**config.mk**
```make
export PLATFORM = sky130hd
export DESIGN_NAME = eeprom_arb
export DESIGN_NICKNAME = d
export VERILOG_FILES = /design/src/rtl/eeprom_pkg.sv /design/src/rtl/eeprom_csum_acc.sv /design/src/rtl/eeprom_arb.sv
export SDC_FILE = /design/constraint.sdc
export NUM_CORES = 1
export LEC_CHECK = 0
export CELL_PAD_IN_SITES_DETAIL_PLACEMENT = 1
export CELL_PAD_IN_SITES_GLOBAL_PLACEMENT = 1
export CORE_MARGIN = 4
export CORE_UTILIZATION = 41
export DETAILED_ROUTE_END_ITERATION = 7
export DONT_BUFFER_PORTS = 1
export PLACE_DENSITY_LB_ADDON = 0.1
export REMOVE_ABC_BUFFERS = 1
export SLEW_MARGIN = 25
export SYNTH_ARGS = -nofsm -noshare
export SYNTH_HDL_FRONTEND = slang
export SYNTH_SLANG_ARGS = --single-unit
```
**constraint.sdc**
```tcl
create_clock -name s_clk -period 1.83 [get_ports s_clk]
set_clock_uncertainty 0.05 [all_clocks]
set_input_delay 0.0915 -clock s_clk [delete_from_list [all_inputs] [get_ports s_clk]]
set_output_delay 0.0915 -clock s_clk [all_outputs]
set_load 0.01 [all_outputs]
```
**src/rtl/eeprom_pkg.sv**
```systemverilog
// Shared types and constants for the EEPROM autoload/host-read arbiter.
// Optional checksum autoload is selected with EEPROM_ARB_CSUM_EN.
package eeprom_pkg;

  localparam int unsigned EE_WORD_W  = 16;
  localparam int unsigned CSUM_WORDS = 64;
  localparam logic [EE_WORD_W-1:0] CSUM_VALUE = 16'hBABA;

  typedef enum logic [2:0] {
    LD_ISSUE = 3'd0,
    LD_WAIT  = 3'd1,
    IDLE     = 3'd2,
    H_WAIT   = 3'd3,
    H_RESP   = 3'd4
  } arb_state_e;

  // Host read response payload
  typedef struct packed {
    logic                 err;
    logic [EE_WORD_W-1:0] data;
  } ee_rsp_t;

endpackage

```
**src/rtl/eeprom_csum_acc.sv**
```systemverilog
// 16-bit wrapping checksum accumulator over the autoloaded image.
// Only instantiated when EEPROM_ARB_CSUM_EN is defined.
module eeprom_csum_acc
  import eeprom_pkg::*;
(
  input  logic                 clk_i,
  input  logic                 rst_ni,
  input  logic                 clear_i,
  input  logic                 add_i,
  input  logic [EE_WORD_W-1:0] data_i,
  output logic                 ok_c_o
);

  logic [EE_WORD_W-1:0] sum_q, sum_d;

  // Running sum; clear wins over add
  always_comb begin
    sum_d = sum_q;
    if (clear_i) begin
      sum_d = '0;
    end else if (add_i) begin
      sum_d = sum_q + data_i;
    end
  end

  // Sum register
  always_ff @(posedge clk_i) begin
    if (!rst_ni) begin
      sum_q <= '0;
    end else begin
      sum_q <= sum_d;
    end
  end

  // True when the sum including the word on data_i hits the signature
  assign ok_c_o = ((sum_q + data_i) == CSUM_VALUE);

endmodule

```
**src/rtl/eeprom_arb.sv**
```systemverilog
// EEPROM sequencer/arbiter: autoloads shadow words after reset, then serves
// single host word reads through the shift engine. Blocks new engine starts
// while the software bit-bang path is active.
// Build option: EEPROM_ARB_CSUM_EN reads a full 64-word image at autoload and
// flags load_err unless its 16-bit wrapping sum equals CSUM_VALUE.
module eeprom_arb
  import eeprom_pkg::*;
#(
  parameter int unsigned ADDR_W     = 8,
  parameter int unsigned LOAD_WORDS = 3,
  parameter int unsigned TIMEOUT    = 4096
) (
  input  logic                            s_clk,
  input  logic                            s_resetn,
  input  logic                            h_valid,
  output logic                            h_ready,
  input  logic [ADDR_W-1:0]               h_addr,
  output logic                            h_rvalid,
  output logic [EE_WORD_W-1:0]            h_rdata,
  output logic                            h_err,
  input  logic                            eecd_busy,
  output logic                            eng_start,
  output logic [ADDR_W-1:0]               eng_addr,
  input  logic                            eng_busy,
  input  logic                            eng_done,
  input  logic [EE_WORD_W-1:0]            eng_rdata,
  output logic [EE_WORD_W*LOAD_WORDS-1:0] load_data,
  output logic                            load_done,
  output logic                            load_err
);

`ifdef EEPROM_ARB_CSUM_EN
  localparam int unsigned LD_COUNT = CSUM_WORDS;
`else
  localparam int unsigned LD_COUNT = LOAD_WORDS;
`endif
  localparam int unsigned LD_IDX_W = $clog2(LD_COUNT + 1);
  localparam int unsigned TO_W     = (TIMEOUT > 1) ? $clog2(TIMEOUT) : 1;
  localparam int unsigned LD_W     = EE_WORD_W * LOAD_WORDS;

  arb_state_e            state_q, state_d;
  logic [LD_IDX_W-1:0]   ld_idx_q, ld_idx_d;
  logic [TO_W-1:0]       tcnt_q, tcnt_d;
  logic                  eng_start_q, eng_start_d;
  logic [ADDR_W-1:0]     eng_addr_q, eng_addr_d;
  logic                  h_ready_q, h_ready_d;
  logic                  h_rvalid_q, h_rvalid_d;
  ee_rsp_t               rsp_q, rsp_d;
  logic [LD_W-1:0]       load_data_q, load_data_d;
  logic                  load_done_q, load_done_d;
  logic                  load_err_q, load_err_d;
  logic                  timeout_c;
  logic                  last_word_c;
  logic                  csum_clear_c;
  logic                  csum_add_c;

  assign timeout_c   = (tcnt_q == TO_W'(TIMEOUT - 1));
  assign last_word_c = (ld_idx_q == LD_IDX_W'(LD_COUNT - 1));

`ifdef EEPROM_ARB_CSUM_EN
  logic csum_ok_c;

  // Checksum over every autoloaded word
  eeprom_csum_acc u_csum (
    .clk_i   (s_clk),
    .rst_ni  (s_resetn),
    .clear_i (csum_clear_c),
    .add_i   (csum_add_c),
    .data_i  (eng_rdata),
    .ok_c_o  (csum_ok_c)
  );
`endif

  // Next-state and registered-output logic
  always_comb begin
    state_d      = state_q;
    ld_idx_d     = ld_idx_q;
    tcnt_d       = tcnt_q;
    eng_start_d  = 1'b0;
    eng_addr_d   = eng_addr_q;
    h_ready_d    = 1'b0;
    h_rvalid_d   = 1'b0;
    rsp_d        = rsp_q;
    load_data_d  = load_data_q;
    load_done_d  = load_done_q;
    load_err_d   = load_err_q;
    csum_clear_c = 1'b0;
    csum_add_c   = 1'b0;

    unique case (state_q)
      LD_ISSUE: begin
        csum_clear_c = (ld_idx_q == '0);
        if (!eng_busy && !eecd_busy) begin
          eng_start_d = 1'b1;
          eng_addr_d  = ADDR_W'(ld_idx_q);
          tcnt_d      = '0;
          state_d     = LD_WAIT;
        end
      end

      LD_WAIT: begin
        if (eng_done) begin
          csum_add_c = 1'b1;
          for (int unsigned i = 0; i < LOAD_WORDS; i++) begin
            if (ld_idx_q == LD_IDX_W'(i)) begin
              load_data_d[i*EE_WORD_W +: EE_WORD_W] = eng_rdata;
            end
          end
          ld_idx_d = ld_idx_q + 1'b1;
          if (last_word_c) begin
            load_done_d = 1'b1;
`ifdef EEPROM_ARB_CSUM_EN
            load_err_d  = !csum_ok_c;
`endif
            state_d     = IDLE;
          end else begin
            state_d = LD_ISSUE;
          end
        end else if (timeout_c) begin
          load_err_d  = 1'b1;
          load_done_d = 1'b1;
          state_d     = IDLE;
        end else begin
          // Counter restarts on the start-pulse cycle itself
          tcnt_d = eng_start_q ? '0 : tcnt_q + 1'b1;
        end
      end

      IDLE: begin
        if (h_valid && !eecd_busy && !eng_busy) begin
          h_ready_d   = 1'b1;
          eng_start_d = 1'b1;
          eng_addr_d  = h_addr;
          tcnt_d      = '0;
          state_d     = H_WAIT;
        end
      end

      H_WAIT: begin
        if (eng_done) begin
          rsp_d      = '{err: 1'b0, data: eng_rdata};
          h_rvalid_d = 1'b1;
          state_d    = H_RESP;
        end else if (timeout_c) begin
          rsp_d      = '{err: 1'b1, data: '0};
          h_rvalid_d = 1'b1;
          state_d    = H_RESP;
        end else begin
          tcnt_d = eng_start_q ? '0 : tcnt_q + 1'b1;
        end
      end

      H_RESP: begin
        state_d = IDLE;
      end

      default: begin
        state_d = LD_ISSUE;
      end
    endcase
  end

  // State and output registers
  always_ff @(posedge s_clk) begin
    if (!s_resetn) begin
      state_q     <= LD_ISSUE;
      ld_idx_q    <= '0;
      tcnt_q      <= '0;
      eng_start_q <= 1'b0;
      eng_addr_q  <= '0;
      h_ready_q   <= 1'b0;
      h_rvalid_q  <= 1'b0;
      rsp_q       <= '0;
      load_data_q <= '0;
      load_done_q <= 1'b0;
      load_err_q  <= 1'b0;
    end else begin
      state_q     <= state_d;
      ld_idx_q    <= ld_idx_d;
      tcnt_q      <= tcnt_d;
      eng_start_q <= eng_start_d;
      eng_addr_q  <= eng_addr_d;
      h_ready_q   <= h_ready_d;
      h_rvalid_q  <= h_rvalid_d;
      rsp_q       <= rsp_d;
      load_data_q <= load_data_d;
      load_done_q <= load_done_d;
      load_err_q  <= load_err_d;
    end
  end

  assign h_ready   = h_ready_q;
  assign h_rvalid  = h_rvalid_q;
  assign h_rdata   = rsp_q.data;
  assign h_err     = rsp_q.err;
  assign eng_start = eng_start_q;
  assign eng_addr  = eng_addr_q;
  assign load_data = load_data_q;
  assign load_done = load_done_q;
  assign load_err  = load_err_q;

endmodule
```
==> results of run 1 <==
[layer usage]
| metal | wire [um] | part of all wire [%] |
|---|---|---|
| met4 | 128 | 1.2 |
| met3 | 900 | 8.2 |
| met1 | 4590 | 42 |
| met5 | 0 | 0 |
| met2 | 5330 | 49 |
[flip-flops by register name, indices dropped and copies added (netlist names)]
name,cells
load_data,48
h_rdata,16
tcnt_q,12
eng_addr,8
state_q,3
ld_idx_q,2
eng_start,1
h_err,1
h_ready,1
h_rvalid,1
load_done,1
load_err,1
[cells by family after synthesis]
group / Yosys count / synth area share, %
and+or+nand+nor: 170 / 21.7
AOI/OAI and AO/OA: 118 / 21.3
DFF: 95 / 51.3
buffers and inverters: 33 / 4.18
adders and majority gates: 4 / 1.35
xor gates and xnor gates: 1 / 0.236
[path summary, 6_finish.rpt]
| path | start | to | slack [ns] |
|---|---|---|---|
| setup / recovery | tcnt_q[1] | state_q[1] | 0.07 |
| hold / removal | eng_done | state_q[1] | 0.06 |
| setup reg to reg | tcnt_q[1] | state_q[1] | 0.07 |
| hold reg to reg | eng_addr[0] | eng_addr[0] | 0.45 |
[area by class of cell]
cell class	instances	area share (%)
clock inverters	6	1.15
well taps	108	2.95
flip-flops and latches	95	41.5
inverters	6	0.491
clock buffers	10	2.78
repair buffers	68	14.1
multi-input cells	293	37.0
[stage by stage]
stage / setup TNS (ns) / hold slack [ns] / instance area, sq um / worst slack [ns]
3_3_place_gp: -2.95 / 0.142 / 4040 / -0.186
6_report: 0 / 0.0550 / 4590 / 0.0675
5_1_grt: 0 / 0.0374 / 4590 / 0.0180
2_1_floorplan: 0 / 0.138 / 3580 / 0.0394
4_1_cts: 0 / 0.0459 / 4520 / 0.00584
3_5_place_dp: -3.67 / 0.143 / 4040 / -0.243
[critical path, cell delays in order, from the launching register on]
cell,delay [ns]
dfxtp_1,0.36
ha_1,0.17
buf_4,0.13
nand3_4,0.10
or4_4,0.52
a211oi_2,0.23
o31a_1,0.14
[power breakdown]
part | leakage [uW] | internal [uW] | total [uW] | switching, uW
registers | 0.000767 | 2080 | 2100 | 17.8
logic | 0.000761 | 99.5 | 232 | 132
clock network | 0.0000854 | 516 | 1300 | 786
[placed cells by master, fill, tap and decap left out, types with 3 or more instances in the layout]
cell / n
a21oi_1: 60
nor2_1: 14
nor3_1: 6
and3_1: 5
o21ai_0: 5
a22o_1: 16
nor4_1: 4
dlygate4sd3_1: 29
a22oi_1: 6
nand2_1: 109
inv_1: 5
o21a_1: 6
buf_4: 34
ha_1: 4
buf_12: 5
dfxtp_1: 93
clkbuf_8: 9
a31oi_1: 10
nand4_1: 3
nand3_1: 5
[what timing repair did]
item,in CTS,in global routing
hold buffers,29,0
setup buffers,0,2
setup endpoints to repair,23,51
pin swaps,1,1
resized for setup,3,9
gates cloned,0,0
endpoints found under the hold margin,92,0
==> results.md, run 1 <==
- Avg Cell Area, Syn: 8.81 sq um
- Vias per cell: 5.53
- GRT busiest layer: met2
- Drt total wl: 10.9 mm
- Fmax: 567 MHz
- WP data required: 2.09 ns
- Vias in the first global route: 3289
- Ys async rst share: 0%
- Pwr per Cell Area: 792 nW/um^2
- DP HPWL: 7.59 mm
- Met2 Usage GRT: 35.8%
- CTS H-tree lvls: 3
- Multi-input logic area: 1700 sq um
- Crit path time final: 1.76 ns
- Clock Latency Late Sink: 0.36 ns
- Count leader, synth: nand2_1
- Core area: 8760 sq um
- Chip width: 103 um
- Largest net degree at the start of global routing: 44
- Peak VDD IR: 348 uV
- Global-route wire length before repair: 17.2 mm
- Antenna-violating nets left: 0
- Detailed Routing Iterations Pass 1: 4
- Tot GR Track Use: 21.2%
- Primary FF master, synth: dfxtp_1
- Final hold viol count: 0
- Unrepaired setup endpoints after global routing: no
- Sequential area share after synthesis: 51.3%
- Placed insts: 539
- Synthesis-to-layout area growth: 23.7%
- GR Util met1: 25.4%
- DRC: 0
- Max Fanout on Critical Path: 4
- Share of the synthesized area in the top cell type: 51.3%
- Post-synth EDFFs: 0
- WS Path Type: reg2reg
- Initial antenna violation count: 0
- Worst-case clock buffer depth: 2
- Status: finished, final reports clean
- Layout cells sized above 1: 16.5%
- CTS buffer count: 9
- CP arrival: 2.02 ns
- Final Max Tran Viols: 0
- Final period util: 96.3%
- Met3 Track Usage GR: 7.58%
- Startpoint types: flop
- Non-Filler Instances: 586
- CP endpoint kind: flop
- DRT iter0 DRCs: 85
- Total power after layout: 3630 uW
- R2R cell count: 6
- Number of diodes: 0
- Remaining global-route overflow: 0
- Clock tree sinks: 95
- Synth top area cells: dfxtp_1 (51%), nand2_1 (11%), a21oi_1 (8.1%)
- Synthesized area: 3710 sq um
- Max_slew headroom: 56.8%
- Biggest area consumer among synthesized cells: dfxtp_1
- Final net count: 507
- Pleak: 0.00161 uW
- Hold path depth: 3
- Slew @ Worst Pin: 0.646 ns
- Clock transition at path regs: 0.09 ns
- I/O pin total: 108
- Initial Utilization: 42.3%
- Die Ht: 103 um
- Synth Warn #: 0
- Min-delay worst type: in2reg
- Final Util: 52.3%
- # fillers: 1033
- Vias: 3240
- Storage element area: 1900 sq um
- Max-cap violations: 0
- Flops & latches, synth: 95
- PortBufs: 0
- Top cells by count, synth: nand2_1 (109), dfxtp_1 (95), a21oi_1 (60)
- Drt wl/cell: 18.7 um
- Site Rows: 34
- Die ar.: 10600 sq um
- Root Buffer: clkbuf_8
- Setup violations, final: 0
- Yosys cell types: 48
- Routability cong.: 0.897
- CTS tree: yes
- Mapped Cells: 421
Power figures use the tool's default switching activity.
==> run 2, diff against run 1 <==
Settings changed: BUFFER_PORTS_ARGS set to -buffer_cell sky130_fd_sc_hd__buf_2, CELL_PAD_IN_SITES_GLOBAL_PLACEMENT 1 to 2, CORE_UTILIZATION 41 to 27, DONT_BUFFER_PORTS 1 to not set.
==> run 2 against run 1 <==
Against the previous run: die area is 47% higher; sequential share of layout area is 5.5 points lower; global-route usage is 4.9 points lower; non-clock buffer count is 104 higher; final area is 15% higher; critical endpoint unchanged; worst hold slack worse by 0.018 ns; flip-flop and latch count stayed put; critical path depth stayed put.
==> results.md, run 2 (synthesis gave the netlist of run 1 again) <==
- Slew @ Worst Pin: 0.566 ns (-0.0802 ns)
- Min-delay worst type: in2reg
- Die Ht: 125 um (+21%)
- Hold Path End: h_ready
- Unrepaired setup endpoints after global routing: yes
- Routability cong.: 0.773 (-14%)
- Initial antenna violation count: 0 (unchanged)
- CP max stage delay: 0.54 ns (+0.02 ns)
- Final net count: 611 (+21%)
- Vias: 3677 (+13%)
- Highest metal used: met4
- Clock Latency Late Sink: 0.35 ns (about the same)
- Number of diodes: 0 (unchanged)
- Final hold viol count: 0 (unchanged)
- FF-to-FF End: state_q[1]
- Most common cell after layout, fill and taps aside: nand2_1
- Metal-1 WL: 5.81 mm (+27%)
- Max-cap violations: 0 (unchanged)
- Pre-CTS WS: -0.250 ns (-0.00738 ns)
- Final period util: 96.1% (-0.22 points)
- Vias in the first global route: 3801 (+16%)
- Pwr per Cell Area: 836 nW/um^2 (+5.5%)
- Root Buffer: clkbuf_16
- Number of flip-flops under the largest register name: 48 (unchanged)
- Tot GR Track Use: 16.2% (-4.9 points)
- CTS buffer count: 9 (unchanged)
- Hold path start: s_resetn
- Remaining global-route overflow: 0 (unchanged)
- Max_slew headroom: 62.3% (+5.5 points)
- CP cell instances: ha_1 > buf_4 > nand3_2 > or4_4 > a211oi_2 > o31a_1
- DRT iter0 DRCs: 146 (+72%)
- Final worst slack: 0.0715 ns (+0.00395 ns)
- Hold path depth: 3 (unchanged)
- Pleak: 0.00221 uW (+37%)
- Worst flop-to-flop path startpoint: tcnt_q[0]
- Met2 routed WL: 5.78 mm (+8.4%)
- WS Path Type: reg2reg
- PortBufs: 107 (+107)
- CTS tree: yes
- Chip width: 125 um (+21%)
- Site Rows: 42 (+24%)
- DR WL met3: 596 um (-34%)
- Clock tree sinks: 95 (unchanged)
- I/O pin total: 108 (unchanged)
- Global-route wire length before repair: 20.4 mm (+19%)
- Clock transition at path regs: 0.07 ns (-0.02 ns)
- Worst-case clock buffer depth: 2 (unchanged)
- Fmax: 569 MHz (+0.22%)
- R2R Setup Slk: 0.07 ns (about the same)
- Worst path top cell family by delay: simple AND/OR/NAND/NOR gates
- Max Fanout on Critical Path: 4 (unchanged)
- Drt total wl: 12.6 mm (+15%)
- Antenna-violating nets left: 0 (unchanged)
- Slowest CP cell: or4_4
- Setup violations, final: 0 (unchanged)
- Largest net degree at the start of global routing: 51 (+16%)
- WP data required: 2.08 ns (about the same)
- Most frequent cells in the layout: nand2_1 (109), buf_2 (107), dfxtp_1 (92)
- Detailed Routing Iterations Pass 1: 4 (unchanged)
- Layout cells sized above 1: 32.1% (+16 points)
- Core area: 13300 sq um (+52%)
- Crit path time final: 1.76 ns (-0.00395 ns)
- Final Util: 39.6% (-13 points)
- Die ar.: 15700 sq um (+47%)
- R2R cell count: 6 (unchanged)
- Synthesis-to-layout area growth: 42.6%
- CP arrival: 2.00 ns (-0.02 ns)
- DP HPWL: 8.81 mm (+16%)
- CTS H-tree lvls: 3 (unchanged)
- CP Buf/Inv Count: 1 (unchanged)
- Post-Place Cell Area: 4660 sq um (+15%)
- Status: finished, final reports clean
- Final Max Tran Viols: 0 (unchanged)
- Drt wl/cell: 16.6 um (-11%)
- CP endpoint kind: flop
- DRC: 0 (unchanged)
- Peak VDD IR: 366 uV (+5.2%)
- Vias per cell: 4.85 (-12%)
- Fin area: 5290 sq um (+15%)
- Initial Utilization: 27.8% (-15 points)
- Startpoint types: flop
==> run 2: cell count changes in the layout (fill, tap and decap cells not counted), moves of 2 or more <==
| cell | change |
|---|---|
| buf_2 | +107 |
| clkbuf_16 | +9 |
| clkbuf_8 | -8 |
| dlygate4sd3_1 | -5 |
| buf_4 | +3 |
| bufinv_16 | +2 |
| inv_6 | -2 |
==> run 2: how the worst max path moves through the flow <==
stage	startpoint	end	cells past startpoint
2_1_floorplan	s_resetn	tcnt_q[4]	4
3_3_place_gp	tcnt_q[0]	h_rdata[6]	5
3_5_place_dp	tcnt_q[0]	h_rdata[3]	5
4_1_cts	tcnt_q[0]	state_q[1]	6
5_1_grt	tcnt_q[0]	state_q[1]	6
6_report	tcnt_q[0]	state_q[1]	6
==> run 2: stage by stage <==
stage | cells | setup TNS [ns] | total power [uW] | hold slack [ns]
finish | 758 | 0 | 4420 | 0.0370
global route | 758 | -0.0923 | 4620 | 0.0465
CTS | 756 | 0 | 4480 | 0.0275
detailed placement | 716 | -3.75 | 2370 | 0.289
global placement | 716 | -2.94 | 2370 | 0.278
floorplan | 394 | 0 | 2230 | 0.138
==> run 2: worst reg2reg max path, stage by stage (launching register included) <==
cell and delay (ns):
dfxtp_2 0.35, ha_1 0.16, buf_4 0.13, nand3_2 0.13, or4_4 0.54, a211oi_2 0.21
o31a_1 0.15
==> run 2: routing by layer <==
| metal | vias to the layer above | GRT usage, % |
|---|---|---|
| li1 | 1786 | - |
| met1 | 1771 | 20.6 |
| met2 | 97 | 26.2 |
| met3 | 23 | 4.09 |
| met4 | 0 | 7.02 |
| met5 | - | 0 |
==> run 2: timing repair <==
action	CTS	global route
pin swaps	0	4
hold buffers	24	0
endpoints found under the hold margin	72	0
resized for setup	5	4
buffers inserted	0	2
setup endpoints to repair	23	26
==> run 2: area by class of cell <==
| type | count | area, sq um |
|---|---|---|
| multi-input combinational | 293 | 1680 |
| fill | 1578 | 8060 |
| inverter | 6 | 22.5 |
| sequential | 95 | 1910 |
| clock inverter | 5 | 81.3 |
| tap | 176 | 220 |
| clock buffer | 11 | 243 |
| timing repair buffer | 172 | 1130 |
==> run 2: power by group <==
group	total, uW	switching (uW)	internal, uW
registers	2090	12.0	2080
logic	276	156	120
clock network	2050	814	1240
total	4420	982	3440
==> run 3, diff against run 2 <==
Settings changed: ABC_CLOCK_PERIOD_IN_PS set to 1830, RECOVER_POWER set to 100.
==> run 3 against run 2 <==
Against the previous run: first-iteration DRC count increased by 0.68%; sequential power about the same; register-to-register slack about the same; worst hold slack improved by 0.00098 ns; critical path depth unchanged; sequential share of layout area increased by 0.68 points; clock-buffer cell count unchanged; via count decreased by 0.41%; largest power group unchanged.
==> results.md, run 3 (synthesis gave the netlist of run 1 again) <==
- Met3 Track Usage GR: 4.09% (unchanged)
- Final Max Tran Viols: 0 (unchanged)
- Pleak: 0.00187 uW (-15%)
- Clock Latency Late Sink: 0.35 ns (about the same)
- CP arrival: 2.00 ns (about the same)
- Core area: 13300 sq um (unchanged)
- WP data required: 2.08 ns (about the same)
- Slowest CP cell: or4_4
- Vias per cell: 4.83 (-0.41%)
- Global-route wire length before repair: 20.4 mm (unchanged)
- I/O pin total: 108 (unchanged)
- Die ar.: 15700 sq um (unchanged)
- Max_slew headroom: 62.6% (+0.30 points)
- CP cell instances: ha_1 > buf_4 > nand3_2 > or4_4 > a211oi_2 > o31a_1
- Most common cell after layout, fill and taps aside: nand2_1
- Tot GR Track Use: 16.2% (unchanged)
- Number of diodes: 0 (unchanged)
- Detailed Routing Iterations Pass 1: 4 (unchanged)
- Site Rows: 42 (unchanged)
- Drt total wl: 12.6 mm (+0.49%)
- PortBufs: 107 (unchanged)
- CTS buffer count: 9 (unchanged)
- Chip width: 125 um (unchanged)
- Fmax: 569 MHz (about the same)
- Routability cong.: 0.773 (unchanged)
- Met2 Usage GRT: 26.2% (unchanged)
- Peak VDD IR: 363 uV (-0.95%)
- Final period util: 96.1% (about the same)
- Pwr per Cell Area: 850 nW/um^2 (+1.7%)
- Synthesis-to-layout area growth: 39.9%
- Max Fanout on Critical Path: 4 (unchanged)
- Min-delay worst type: in2reg
- Hold Slack: 0.0380 ns (+0.000983 ns)
- GR Util met1: 20.6% (unchanged)
- Vias in the first global route: 3801 (unchanged)
- Layout cells sized above 1: 18.7% (-13 points)
- WS Path Type: reg2reg
- Drt wl/cell: 16.6 um (+0.49%)
- CP endpoint kind: flop
- Die Ht: 125 um (unchanged)
- Unrepaired setup endpoints after global routing: yes
- Setup TNS: 0 ns (unchanged)
- Slew @ Worst Pin: 0.562 ns (-0.00458 ns)
- Root Buffer: clkbuf_16
- Most frequent cells in the layout: nand2_1 (109), dfxtp_1 (92), clkbuf_1 (79)
- Status: finished, final reports clean
- Crit path time final: 1.76 ns (-0.000519 ns)
- Startpoint types: flop
- Largest net degree at the start of global routing: 51 (unchanged)
- DP HPWL: 8.81 mm (unchanged)
- Clock transition at path regs: 0.07 ns (about the same)
- CTS H-tree lvls: 3 (unchanged)
- Number of flip-flops under the largest register name: 48 (unchanged)
- Max-cap violations: 0 (unchanged)
- Final hold viol count: 0 (unchanged)
- Antenna-violating nets left: 0 (unchanged)
- DRC: 0 (unchanged)
- CP max stage delay: 0.54 ns (about the same)
- Remaining global-route overflow: 0 (unchanged)
- Final net count: 611 (unchanged)
- Initial antenna violation count: 0 (unchanged)
- Vias: 3662 (-0.41%)
- GRT busiest layer: met2
- CTS tree: yes
- Clock tree sinks: 95 (unchanged)
- Setup violations, final: 0 (unchanged)
- DRT iter0 DRCs: 147 (+0.68%)
- Worst-case clock buffer depth: 2 (unchanged)
- Initial Utilization: 27.8% (unchanged)
## run 3: worst paths after layout
check / to / slack (ns) / from / cells past startpoint
min reg2reg: load_data[2] / 0.40 / load_data[2] / 2
min: h_ready / 0.04 / s_resetn / 3
max: state_q[1] / 0.07 / tcnt_q[0] / 6
max reg2reg: state_q[1] / 0.07 / tcnt_q[0] / 6
## run 3: through the flow
| step | instance area, sq um | power (uW) | std cells | worst slack [ns] | util, % |
|---|---|---|---|---|---|
| 2_1_floorplan | 3580 | 2230 | 394 | 0.0394 | - |
| 3_3_place_gp | 4660 | 2370 | 716 | -0.184 | 34.9 |
| 3_5_place_dp | 4660 | 2370 | 716 | -0.250 | 34.9 |
| 4_1_cts | 5250 | 4480 | 756 | 0.0107 | 39.3 |
| 5_1_grt | 5190 | 4620 | 758 | -0.0430 | 38.9 |
| 6_report | 5190 | 4410 | 758 | 0.0720 | 38.9 |
## run 3: report_power, final
part,internal (uW),switching [uW]
logic,117,155
clock network,1240,810
registers,2080,12.4
## run 3: repair_timing
action,CTS,global route
gates resized for setup,5,4
hold buffers,24,0
pin swaps,0,4
setup endpoints to repair,23,26
hold endpoints to repair,72,0
buffers inserted,0,2
## run 3: cell type report
cell class	instances	area, sq um
Fill cell	1599	8160
Clock inverter	5	81.3
Multi-Input combinational cell	293	1680
Sequential cell	95	1910
Clock buffer	11	243
Tap cell	176	220
Inverter	6	22.5
Timing Repair Buffer	172	1040
## run 3: metal layers
layer	vias up	wire (um)
met5	-	0
met4	0	367
met3	23	650
met2	96	5760
met1	1756	5840
li1	1787	-
## run 3: worst max-delay path, delay by kind of cell (launching register included)
family	cells	cell delay, ns
AND/OR/NAND/NOR	2	0.67
AO/OA/AOI/OAI	2	0.36
flip-flops	1	0.35
adder cells (fa/ha/maj)	1	0.16
buffers and inverters	1	0.12
